--- config.mk ---
export PLATFORM = sky130hd
export DESIGN_NAME = hex_display_scheduler
export DESIGN_NICKNAME = d
export VERILOG_FILES = /design/src/rtl/hex_sched_pkg.sv /design/src/rtl/seg7_digit_decoder.sv /design/src/rtl/hex_display_scheduler.sv
export SDC_FILE = /design/constraint.sdc
export NUM_CORES = 1
export LEC_CHECK = 0
export BUFFER_PORTS_ARGS = -buffer_cell sky130_fd_sc_hd__buf_4
export CORE_MARGIN = 10
export CORE_UTILIZATION = 52
export DETAILED_ROUTE_END_ITERATION = 10
export PLACE_DENSITY_LB_ADDON = 0.08
export RECOVER_POWER = 100
export SYNTH_ARGS = -nofsm -noshare
export SYNTH_HDL_FRONTEND = slang
export SYNTH_SLANG_ARGS = --single-unit
--- constraint.sdc ---
create_clock -name clk -period 3.2 [get_ports clk]
set_input_delay 0.8 -clock clk [delete_from_list [all_inputs] [get_ports clk]]
set_output_delay 0.8 -clock clk [all_outputs]
set_load 0.005 [all_outputs]
--- src/rtl/hex_sched_pkg.sv ---
// Shared types and constants for the six-digit hex display scheduler.
package hex_sched_pkg;

  typedef enum logic [1:0] {
    ST_IDLE    = 2'd0,
    ST_CONVERT = 2'd1,
    ST_WRITE   = 2'd2,
    ST_DONE    = 2'd3
  } state_t;

  localparam int unsigned NUM_DIGITS  = 6;
  localparam int unsigned VALUE_W     = 20;
  localparam int unsigned MAX_VALUE   = 999999;
  localparam int unsigned CONV_CYCLES = 20;

  localparam logic [6:0] SEG_BLANK = 7'b1111111;
  localparam logic [6:0] SEG_DASH  = 7'b0111111;

  // Double-dabble correction step: add 3 to every BCD nibble >= 5.
  function automatic logic [4*NUM_DIGITS-1:0] dd_adjust(input logic [4*NUM_DIGITS-1:0] b);
    logic [4*NUM_DIGITS-1:0] r;
    r = b;
    for (int unsigned i = 0; i < NUM_DIGITS; i++) begin
      if (r[4*i +: 4] >= 4'd5) r[4*i +: 4] = r[4*i +: 4] + 4'd3;
    end
    return r;
  endfunction

endpackage

--- src/rtl/seg7_digit_decoder.sv ---
// Combinational BCD digit to active-low {g,f,e,d,c,b,a} segment decoder.
module seg7_digit_decoder
  import hex_sched_pkg::*;
(
  input  logic [3:0] digit,
  output logic [6:0] seg
);

  always_comb begin
    seg = SEG_BLANK;
    case (digit)
      4'd0: seg = 7'b1000000;
      4'd1: seg = 7'b1111001;
      4'd2: seg = 7'b0100100;
      4'd3: seg = 7'b0110000;
      4'd4: seg = 7'b0011001;
      4'd5: seg = 7'b0010010;
      4'd6: seg = 7'b0000010;
      4'd7: seg = 7'b1111000;
      4'd8: seg = 7'b0000000;
      4'd9: seg = 7'b0010000;
      default: seg = SEG_BLANK;
    endcase
  end

endmodule

--- src/rtl/hex_display_scheduler.sv ---
// Converts a 20-bit value to six 7-segment digits: serial double-dabble, then one
// digit per cycle through a shared decoder. Optional macro: LEADING_ZERO_BLANK_EN.
module hex_display_scheduler
  import hex_sched_pkg::*;
(
  input  logic        clk,
  input  logic        reset,
  input  logic [19:0] value,
  input  logic        load,
  output logic        ready,
  output logic        done,
  output logic        ovf,
  output logic [6:0]  HEX0,
  output logic [6:0]  HEX1,
  output logic [6:0]  HEX2,
  output logic [6:0]  HEX3,
  output logic [6:0]  HEX4,
  output logic [6:0]  HEX5
);

  state_t                           state_q, state_d;
  logic [VALUE_W-1:0]               bin_q, bin_d;
  logic [4*NUM_DIGITS-1:0]          bcd_q, bcd_d;
  logic [4:0]                       cnt_q, cnt_d;
  logic                             ovf_q, ovf_d;
  logic [NUM_DIGITS-1:0][6:0]       hex_q, hex_d;

  logic [4*NUM_DIGITS-1:0]          bcd_adj;
  logic [6:0]                       dec_seg;
  logic [6:0]                       wr_seg;
  logic                             lead_zero;

  // Digits are consumed from the bottom nibble; bcd_q shifts right once per write.
  seg7_digit_decoder u_dec (
    .digit (bcd_q[3:0]),
    .seg   (dec_seg)
  );

`ifdef LEADING_ZERO_BLANK_EN
  // Remaining bcd_q all zero means this and every higher digit is a leading zero.
  assign lead_zero = (bcd_q == '0) && (cnt_q != '0);
`else
  assign lead_zero = 1'b0;
`endif

  assign bcd_adj = dd_adjust(bcd_q);
  assign wr_seg  = ovf_q ? SEG_DASH : (lead_zero ? SEG_BLANK : dec_seg);

  always_comb begin
    state_d = state_q;
    bin_d   = bin_q;
    bcd_d   = bcd_q;
    cnt_d   = cnt_q;
    ovf_d   = ovf_q;
    hex_d   = hex_q;
    case (state_q)
      ST_IDLE: begin
        if (load) begin
          bin_d   = value;
          bcd_d   = '0;
          cnt_d   = '0;
          ovf_d   = (value > VALUE_W'(MAX_VALUE));
          state_d = ST_CONVERT;
        end
      end
      ST_CONVERT: begin
        bcd_d = {bcd_adj[4*NUM_DIGITS-2:0], bin_q[VALUE_W-1]};
        bin_d = bin_q << 1;
        cnt_d = cnt_q + 5'd1;
        if (cnt_q == 5'(CONV_CYCLES - 1)) begin
          cnt_d   = '0;
          state_d = ST_WRITE;
        end
      end
      ST_WRITE: begin
        hex_d[cnt_q[2:0]] = wr_seg;
        bcd_d = bcd_q >> 4;
        cnt_d = cnt_q + 5'd1;
        if (cnt_q == 5'(NUM_DIGITS - 1)) begin
          cnt_d   = '0;
          state_d = ST_DONE;
        end
      end
      ST_DONE: state_d = ST_IDLE;
      default: state_d = ST_IDLE;
    endcase
  end

  always_ff @(posedge clk or posedge reset) begin
    if (reset) begin
      state_q <= ST_IDLE;
      bin_q   <= '0;
      bcd_q   <= '0;
      cnt_q   <= '0;
      ovf_q   <= 1'b0;
      hex_q   <= {NUM_DIGITS{SEG_BLANK}};
    end else begin
      state_q <= state_d;
      bin_q   <= bin_d;
      bcd_q   <= bcd_d;
      cnt_q   <= cnt_d;
      ovf_q   <= ovf_d;
      hex_q   <= hex_d;
    end
  end

  assign ready = (state_q == ST_IDLE);
  assign done  = (state_q == ST_DONE);
  assign ovf   = ovf_q;
  assign HEX0  = hex_q[0];
  assign HEX1  = hex_q[1];
  assign HEX2  = hex_q[2];
  assign HEX3  = hex_q[3];
  assign HEX4  = hex_q[4];
  assign HEX5  = hex_q[5];

endmodule

-- Word-level counts from Yosys, hierarchy flattened
Memories as Yosys holds them, arrays and structs flattened.
Index checks and enable logic that the tools add are counted.
- word-level logic and storage cells: 66
- memories kept: 1
- bits in read-only memories: 112
- input port bits: 23
- bits in registers: 94
- reduce and logical (&&, ||, !) cells: 8
- add/sub/neg operators: 7
- order comparisons: 9
- multiplexer cells: 22
- equal/unequal tests: 8
- memory list (memory ; depth ; width ; rd ports ; clocked after memory_dff ; wr ports ; RTL line ; source):
    (name not given) ; 16 ; 7 ; 1 ; 0 ; 0 ; seg7_digit_decoder.sv:11 ; case (digit)
- operators with widths (cell ; count):
    one-hot mux 24 bit (3 select lines) ; 1
    bitwise mux 42 bit ; 1
    one-hot mux 20 bit (2 select lines) ; 1
    greater-or-equal comparator 4 x 3 -> 1 bit, second input constant ; 6
    2-to-1 mux 24 bit ; 1
    demux 7 bit (select 3 bit) ; 1
    adder 4 x 2 -> 4 bit, second input constant ; 5
    > comparator 20 bit, second input constant ; 1
    2-to-1 mux 20 bit ; 1
    2-to-1 mux 4 bit ; 5
    2-to-1 mux 5 bit ; 3
    one-hot mux 5 bit (3 select lines) ; 1
    2-to-1 mux 7 bit ; 2
    one-hot mux 2 bit (4 select lines) ; 1
    2-to-1 mux 2 bit ; 3
    != test 2 bit, second input constant ; 3
    AND reduction 2 bit ; 3
    adder 5 x 1 -> 5 bit, second input constant ; 1
    equality test 5 x 3 -> 1 bit, second input constant ; 1
    equality test 5 bit, second input constant ; 1
    equality test 2 bit, second input constant ; 2
    < comparator 3 x 4 -> 1 bit, second input constant ; 1
    adder 3 x 2 -> 3 bit, second input constant ; 1
    greater-or-equal comparator 3 x 1 -> 1 bit, second input constant ; 1
    other kinds (7) ; 7

-- Depth between registers and ports, before layout
Gate-level depths: netlist (run 1).
- depth in word-level cells: 5
- gate-level depth with buffers: 8
- gate-level depth less buffers: 6

-- Hierarchy
A second synthesis (run 1) with hierarchy kept.
- cell total of the unflattened synthesis: 522
- area, all modules: 4964.8 um2
- by module, submodules not included (module ; cells each ; area each (um2) ; instances):
    hex_display_scheduler ; 489 ; 4754.6 ; 1
    seg7_digit_decoder ; 33 ; 210.2 ; 1

-- Least setup slack after synthesis (run 1)
OpenSTA, ideal clock, no wires.
- path type: reg-to-reg
- from: register state_q[0]
- to: register cnt_q[1]
- library setup time: 0.127 ns
- setup slack: 1.507 ns
- arrival: 1.567 ns
- stages on the path, launching flop included: 8
- path buffers: 1
- cell sequence: dfrtp_1 -> inv_1 -> ha_1 -> and2_1 -> buf_2 -> a22oi_2 -> nand2b_4 -> o22ai_1
- word-level cells in the longest chain between the ends: 3
- elaborated cells on any way between the ends: 7
- classes of those cells: 3 x eq/ne; 1 x mux; 3 x reduce/logical
- RTL lines (element ; RTL line ; source):
    start, declared ; hex_display_scheduler.sv:21 ; state_t state_q, state_d;
    start signal, assigned ; hex_display_scheduler.sv:98 ; state_q <= state_d;
    equality test 2 bit (tied with other cells) ; hex_display_scheduler.sv:56 ; case (state_q)
    nonzero test 3 bit (no source line) or != test 2 bit (tied branches) ; - ;
    AND reduction 2 bit (no source line) ; - ;
    end signal, assigned ; hex_display_scheduler.sv:101 ; cnt_q <= cnt_d;
    end, declared ; hex_display_scheduler.sv:24 ; logic [4:0] cnt_q, cnt_d;
Parallel ways exist; a longest one is shown, timed or not.
A chain may end at the register's enable or synchronous reset.

-- Final worst setup path (run 1)
- from: register state_q[0]
- to: register bcd_q[1]
- word-level cells in the longest chain between the ends: 3
- elaborated cells on any way between the ends: 7
- classes of those cells: 3 x eq/ne; 1 x mux; 3 x reduce/logical
- RTL lines (element ; RTL line ; source):
    equality test 2 bit (tied with other cells) ; hex_display_scheduler.sv:56 ;
    nonzero test 3 bit (no source line) or != test 2 bit (tied branches) ; - ;
    AND reduction 2 bit (no source line) ; - ;
    end signal, assigned ; hex_display_scheduler.sv:93 ; bcd_q <= '0;
    end signal, assigned ; hex_display_scheduler.sv:100 ; bcd_q <= bcd_d;
    end, declared ; hex_display_scheduler.sv:23 ; logic [4*NUM_DIGITS-1:0] bcd_q, bcd_d;
Parallel ways exist; a longest one is shown, timed or not.

==> results of run 1 <==
-- area by class of cell --
type,instances,area share (%)
timing repair buffer,70,8.99
clock inverter,5,0.559
multi-input combinational,353,40.6
inverter,19,1.30
clock buffer,11,2.73
tap,129,2.89
sequential,94,43.0
-- cell families after synthesis --
logic type | count (synthesis) | share of synthesized area, %
and+or+nand+nor | 148 | 15.6
xor gates and xnor gates | 6 | 1.07
AOI/OAI and AO/OA | 145 | 17.6
adders and majority gates | 23 | 5.84
DFF | 94 | 48.8
buffers and inverters | 43 | 4.42
muxes | 31 | 6.61
-- how the worst max path moves through the flow --
stage	from	to	slack [ns]
after global routing	state_q[0]$_DFFE_PP0P_	bcd_q[1]$_DFFE_PP0P_	0.44
after detailed placement	state_q[0]$_DFFE_PP0P_	cnt_q[4]$_DFFE_PP0P_	1.00
after CTS	state_q[0]$_DFFE_PP0P_	ready	0.95
final	state_q[0]$_DFFE_PP0P_	bcd_q[1]$_DFFE_PP0P_	0.74
after floorplan	reset	bcd_q[0]$_DFFE_PP0P_	0.02
after global placement	state_q[0]$_DFFE_PP0P_	cnt_q[2]$_DFFE_PP0P_	1.09
-- per-stage QoR --
stage / hold WS, ns / area, sq um / util, % / setup slack [ns] / power [mW]
final: 0.483 / 5590 / 60.5 / 0.735 / 4.39
after global routing: 0.495 / 5590 / 60.5 / 0.445 / 4.75
after CTS: 0.473 / 5670 / 61.3 / 0.954 / 4.56
after detailed placement: 0.460 / 5480 / 59.3 / 1.00 / 3.82
after global placement: 0.454 / 5480 / 59.3 / 1.09 / 3.75
after floorplan: 0.450 / 4920 / - / 0.0208 / 3.20
-- worst reg2reg max path: stages (launching register included) --
cell and delay [ns]:
dfrtp_1 0.44, inv_1 0.13, ha_1 0.32, nor2b_1 0.56
nor2_4 0.21, nand2_1 0.45, o221ai_1 0.21
-- layer usage --
metal / share of wire (%) / GRT usage, %
met1: 46 / 20.5
met2: 49 / 26.1
met3: 4.6 / 3.45
met4: 0.87 / 4.15
met5: 0 / 0
-- registers in the layout (all words and copies together) (netlist names) --
register,cells
bin_q,20
HEX4,7
HEX0,7
HEX3,7
bcd_q,24
state_q,2
HEX2,7
cnt_q,5
HEX1,7
HEX5,7
ovf,1
-- power groups by stage --
stage | sequential (mW) | clock, mW | combinational (mW)
after floorplan | 1.85 | 0 | 1.34
after global placement | 1.88 | 0 | 1.87
after detailed placement | 1.90 | 0 | 1.92
after CTS | 1.88 | 0.758 | 1.93
after global routing | 1.90 | 0.811 | 2.05
final | 1.84 | 0.744 | 1.81
-- cells in the mapped netlist (all sizes together) --
library cell	number	share of area [%]
dfrtp	52	26
nand4b	3	0.53
o21a	1	0.15
nand3	10	1.0
nor3b	6	1.1
a32oi	4	0.71
a31oi	1	0.13
mux2i	22	4.5
a21oi	41	4.7
or2	3	0.43
o211ai	3	0.46
nand4bb	2	0.89
o21ai	70	7.1
xnor2	6	1.1
inv	19	1.4
o2bb2ai	2	0.36
and2	3	0.41
and3	1	0.13
a221oi	1	0.18
nand2	76	5.8
o32a	1	0.20
clkbuf	4	0.30
a21o	4	0.61
nor2b	6	1.1
o31ai	4	0.61
mux2	9	2.1
nand4	1	0.13
ha	23	5.8
buf	20	2.7
o221ai	7	1.2
a211oi	1	0.15
nor3	3	0.30
nor2	21	1.8
dfstp	42	22
nor4	2	0.25
nand2b	9	1.3
nor4b	2	0.36
a22oi	1	0.25
o22ai	4	0.76
==> run metrics, run 1 <==
outcome=finished with violations; failing checks=max-capacitance violations, max-slew violations; # rows=35; most frequent cells in the layout=nand2_1, o21ai_0, dfrtp_1; Crit-path slowest cell=nor2b_1; Synth Net Count=536; Top delay family on crit path=simple AND/OR/NAND/NOR gates; DIE AREA=between 10000 and 15000 sq um; Max Slew Vio Count=47; Placed Instances=roughly 670; initial DRC count=around 220; Clock Tree Root=clkbuf_8; clk sinks=94; area of the multi-input gates=2270 sq um; GPL Wtd Cong=about 0.81; Bufs and invs on worst path=1; Max-Cap Viols=1; Post-Layout Cell Count=681; Sw Ratio=39.3%; port bufs=67; critical path class=register to register; All-Layer GR Usage=15.8%; register area share after synthesis=48.8%; worst vdd rail ir drop=321 uV; Synth Cell Area=around 4900 sq um; combinational power share=slightly above 40%; TNS Setup=0 ns; Area Growth Syn to Fin=13.6%; initial antenna violation count=0; count of final hold-check violations=0; CTS tree=built; Critical Path AT=2.67 ns; layout cells sized above 1=21.6%; Final setup viols=0; most common cell after layout, fill and taps aside=nand2_1; synthesized flop and latch total=94; Worst-Margin Slew=~2.0 ns; via count=3679; register area=2400 sq um; instance count on the critical path=6; power per cell area=785 nW/um^2; Setup Fix Bufs, Post-CTS=0; Leakage=2.31 nW; CTS resizes=0; final setup skew=0.0129 ns; DRC viols=0; Inserted Diodes=0; Critical Path Fanout Max=17; achievable clock frequency=0.406 GHz; largest buffer count on any clock path=2; R2R setup slack=~0.74 ns; crit path launch type=register; synth unique cells=55; final critical-path share of the clock period=77.0%; Pre-antenna DRT Iters=7; pin count of the biggest net entering global routing=49; Cell Chain, Critical Path=inv_1 > ha_1 > nor2b_1 > nor2_4 > nand2_1 > o221ai_1; Synth Area per Inst=10.1 sq um; cts bufs inserted=9; first-pass GRT wire length=about 19000 microns; clock network fraction of total power=16.9%; Yosys warning count=0; hold endpoint=HEX2[6]$_DFFE_PP1P_; DP Wirelength=between 7000 and 8000 microns; crit end category=register; Mapped Cells=490; ANT nets after route=0; cts hold-fix bufs=0; Final #Nets=between 500 and 600; CTS H-Tree Depth=3; core area=9240 sq um; DR vias/cell=5.40; Flop pwr share=41.9%; R2R depth=6; reg2reg end=bcd_q[1]$_DFFE_PP0P_; Tmin final=2.46 ns; max incr delay on CP=0.55 ns; worst hold path cell count=2; I/O pin count=68; die span in x=between 100 and 150 microns; vias in the first global route=3734; fill count=roughly 800; die height=117 microns; Worst Hold Class=register to register; worst-skew pair later-pin latency=0.36 ns; reg2reg start=state_q[0]$_DFFE_PP0P_; net switching power=1.72 mW; Required @ worst endpoint=3.40 ns; internal power=2.67 mW; routed length per instance=16.0 microns; initial core utilization=53.3%; aggregate routed wire length=10900 microns; RSZ-0062 raised after global routing=false; Overflow after GRT=0; Max-slew headroom=-31.1%; Reg clk slew, reported paths=0.09 ns; HP Start=HEX2[6]$_DFFE_PP1P_
Note: power is estimated with default switching activity, not from simulation.
==> run 2, diff against run 1 <==
CORE_UTILIZATION = 58   (was 52)
clock period = 2.4 ns   (was 3.2 ns; I/O delays follow)
==> run metrics, run 2 (synthesis gave the netlist of run 1 again) <==
cts bufs inserted=9 (unchanged); die height=112 microns (was 117 microns); Final setup viols=0 (unchanged); Inserted Diodes=0 (unchanged); Tmin final=2.12 ns (was 2.46 ns); Final #Nets=597 (was 593); power per cell area=1080 nW/um^2 (was 785 nW/um^2); GPL Wtd Cong=0.819 (was 0.808); achievable clock frequency=0.471 GHz (was 0.406 GHz); area of the multi-input gates=2270 sq um (about the same); reg2reg start=state_q[1]$_DFFE_PP0P_ (was state_q[0]$_DFFE_PP0P_); final critical-path share of the clock period=88.4% (was 77.0%); Setup Fix Bufs, Post-CTS=0 (unchanged); reg2reg end=bin_q[16]$_DFFE_PP0P_ (was bcd_q[1]$_DFFE_PP0P_); first-pass GRT wire length=18600 microns (was 18700 microns); vias in the first global route=3681 (was 3734); DIE AREA=12600 sq um (was 13800 sq um); worst-skew pair later-pin latency=0.35 ns (was 0.36 ns); largest buffer count on any clock path=2 (unchanged); register area=2400 sq um (unchanged); TNS Setup=0 ns (unchanged); Sw Ratio=38.1% (was 39.3%); via count=3734 (was 3679); cts hold-fix bufs=0 (unchanged); DP Area=5490 sq um (was 5480 sq um); All-Layer GR Usage=17.3% (was 15.8%); clk sinks=94 (unchanged); Critical Path Fanout Max=38 (was 17); Leakage=2.36 nW (was 2.31 nW); DP Wirelength=8060 microns (was 7990 microns); layout cells sized above 1=23.2% (was 21.6%); Worst-Margin Slew=1.69 ns (was 1.96 ns); RSZ-0062 raised after global routing=false (unchanged); Critical Path AT=2.33 ns (was 2.67 ns); most frequent cells in the layout=nand2_1, o21ai_0, dfrtp_1 (unchanged); Pre-antenna DRT Iters=5 (was 7); initial antenna violation count=0 (unchanged); R2R setup slack=0.28 ns (was 0.74 ns); Overflow after GRT=0 (unchanged); initial core utilization=59.6% (was 53.3%); top flop regs=bcd_q: 24 flops, bin_q: 20 flops (unchanged); initial DRC count=216 (was 223); Final Cell Area=5640 sq um (was 5590 sq um); crit end category=register (unchanged); internal power=3.78 mW (was 2.67 mW); Largest register FFs=24 (unchanged); final setup skew=0.0108 ns (was 0.0129 ns); Max-slew headroom=-12.9% (was -31.1%); routed length per instance=16.9 microns (was 16.0 microns); Required @ worst endpoint=2.61 ns (was 3.40 ns); CTS tree=built (unchanged); most common cell after layout, fill and taps aside=nand2_1 (unchanged); Flop pwr share=40.3% (was 41.9%); HP Start=HEX1[6]$_DFFE_PP1P_ (was HEX2[6]$_DFFE_PP1P_); worst vdd rail ir drop=537 uV (was 321 uV); Reg with most FFs=bcd_q (unchanged); Max Slew Vio Count=72 (was 47); Reg clk slew, reported paths=0.10 ns (was 0.09 ns); net switching power=2.33 mW (was 1.72 mW); CTS H-Tree Depth=3 (unchanged); ANT nets after route=0 (unchanged); I/O pin count=68 (unchanged); fill count=677 (was 797); DRC viols=0 (unchanged); die span in x=112 microns (was 117 microns); Clock Tree Root=clkbuf_8 (unchanged); combinational power share=39.9% (was 41.2%); Max-Cap Viols=1 (unchanged); failing checks=max-capacitance violations, max-slew violations (unchanged); aggregate routed wire length=11100 microns (was 10900 microns); CTS resizes=0 (unchanged); critical path class=register to register (unchanged); DR vias/cell=5.65 (was 5.40); hold endpoint=HEX1[6]$_DFFE_PP1P_ (was HEX2[6]$_DFFE_PP1P_); clock network fraction of total power=19.8% (was 16.9%); port bufs=67 (unchanged); outcome=finished with violations (unchanged); crit path launch type=register (unchanged); R2R depth=6 (unchanged); # rows=33 (was 35); worst hold path cell count=2 (unchanged); pin count of the biggest net entering global routing=72 (was 49); Area Growth Syn to Fin=14.5% (was 13.6%); Worst Hold Class=register to register (unchanged); core area=8260 sq um (was 9240 sq um); count of final hold-check violations=0 (unchanged)
## run 2: changes by cell type in the layout (fill, tap and decap cells not counted), sizes merged
| cell | before | now |
|---|---|---|
| clkinvlp | 2 | 1 |
| buf | 51 | 47 |
| clkinv | 3 | 1 |
| bufinv | 0 | 1 |
| clkbuf | 30 | 40 |
## run 2: worst max path at each step
stage                                      start                    end  slack, ns  depth (start not counted)
after detailed placement  state_q[0]$_DFFE_PP0P_  bcd_q[17]$_DFFE_PP0P_       0.36                          6
after floorplan           state_q[0]$_DFFE_PP0P_   cnt_q[1]$_DFFE_PP0P_       0.71                          7
after global placement    state_q[0]$_DFFE_PP0P_  bcd_q[12]$_DFFE_PP0P_       0.45                          7
final                     state_q[1]$_DFFE_PP0P_  bin_q[16]$_DFFE_PP0P_       0.28                          6
after global routing      state_q[1]$_DFFE_PP0P_   bin_q[3]$_DFFE_PP0P_       0.11                          7
after CTS                 state_q[0]$_DFFE_PP0P_  bcd_q[17]$_DFFE_PP0P_       0.33                          6
## run 2: power groups by stage
stage | Combinational, mW | Sequential, mW | Clock [mW]
after detailed placement | 2.56 | 2.53 | 0
after global routing | 2.73 | 2.52 | 1.29
final | 2.44 | 2.46 | 1.21
after floorplan | 1.79 | 2.47 | 0
after global placement | 2.50 | 2.50 | 0
after CTS | 2.58 | 2.50 | 1.22
## run 2: worst max-delay path: stages, from the launching register on
cell,delay [ns]
dfrtp_1,0.44
inv_1,0.11
ha_1,0.20
buf_4,0.27
mux2i_2,0.20
clkbuf_2,0.52
o21ai_0,0.23
## run 2: area by class of cell
type,count,share of cell area [%]
Timing Repair Buffer,74,9.21
Multi-Input combinational cell,353,40.3
Tap cell,105,2.33
Clock buffer,13,3.39
Clock inverter,3,0.821
Sequential cell,94,42.6
Inverter,19,1.29
## run 2: per-layer routing
layer | GRT usage, % | vias up | wire [microns]
li1 | - | 1839 | -
met1 | 22.2 | 1792 | 4970
met2 | 28.1 | 95 | 5400
met3 | 4.90 | 8 | 675
met4 | 4.74 | 0 | 102
met5 | 0 | - | 0
## run 2: metrics by stage
step	worst slack [ns]	hold WS, ns	std cells	power, mW	utilization [%]
after floorplan	0.707	0.450	490	4.26	-
after global placement	0.451	0.457	645	5.00	66.4
after detailed placement	0.356	0.462	645	5.09	66.4
after CTS	0.325	0.338	661	6.31	69.3
after global routing	0.114	0.491	661	6.54	68.3
final	0.278	0.474	661	6.11	68.3
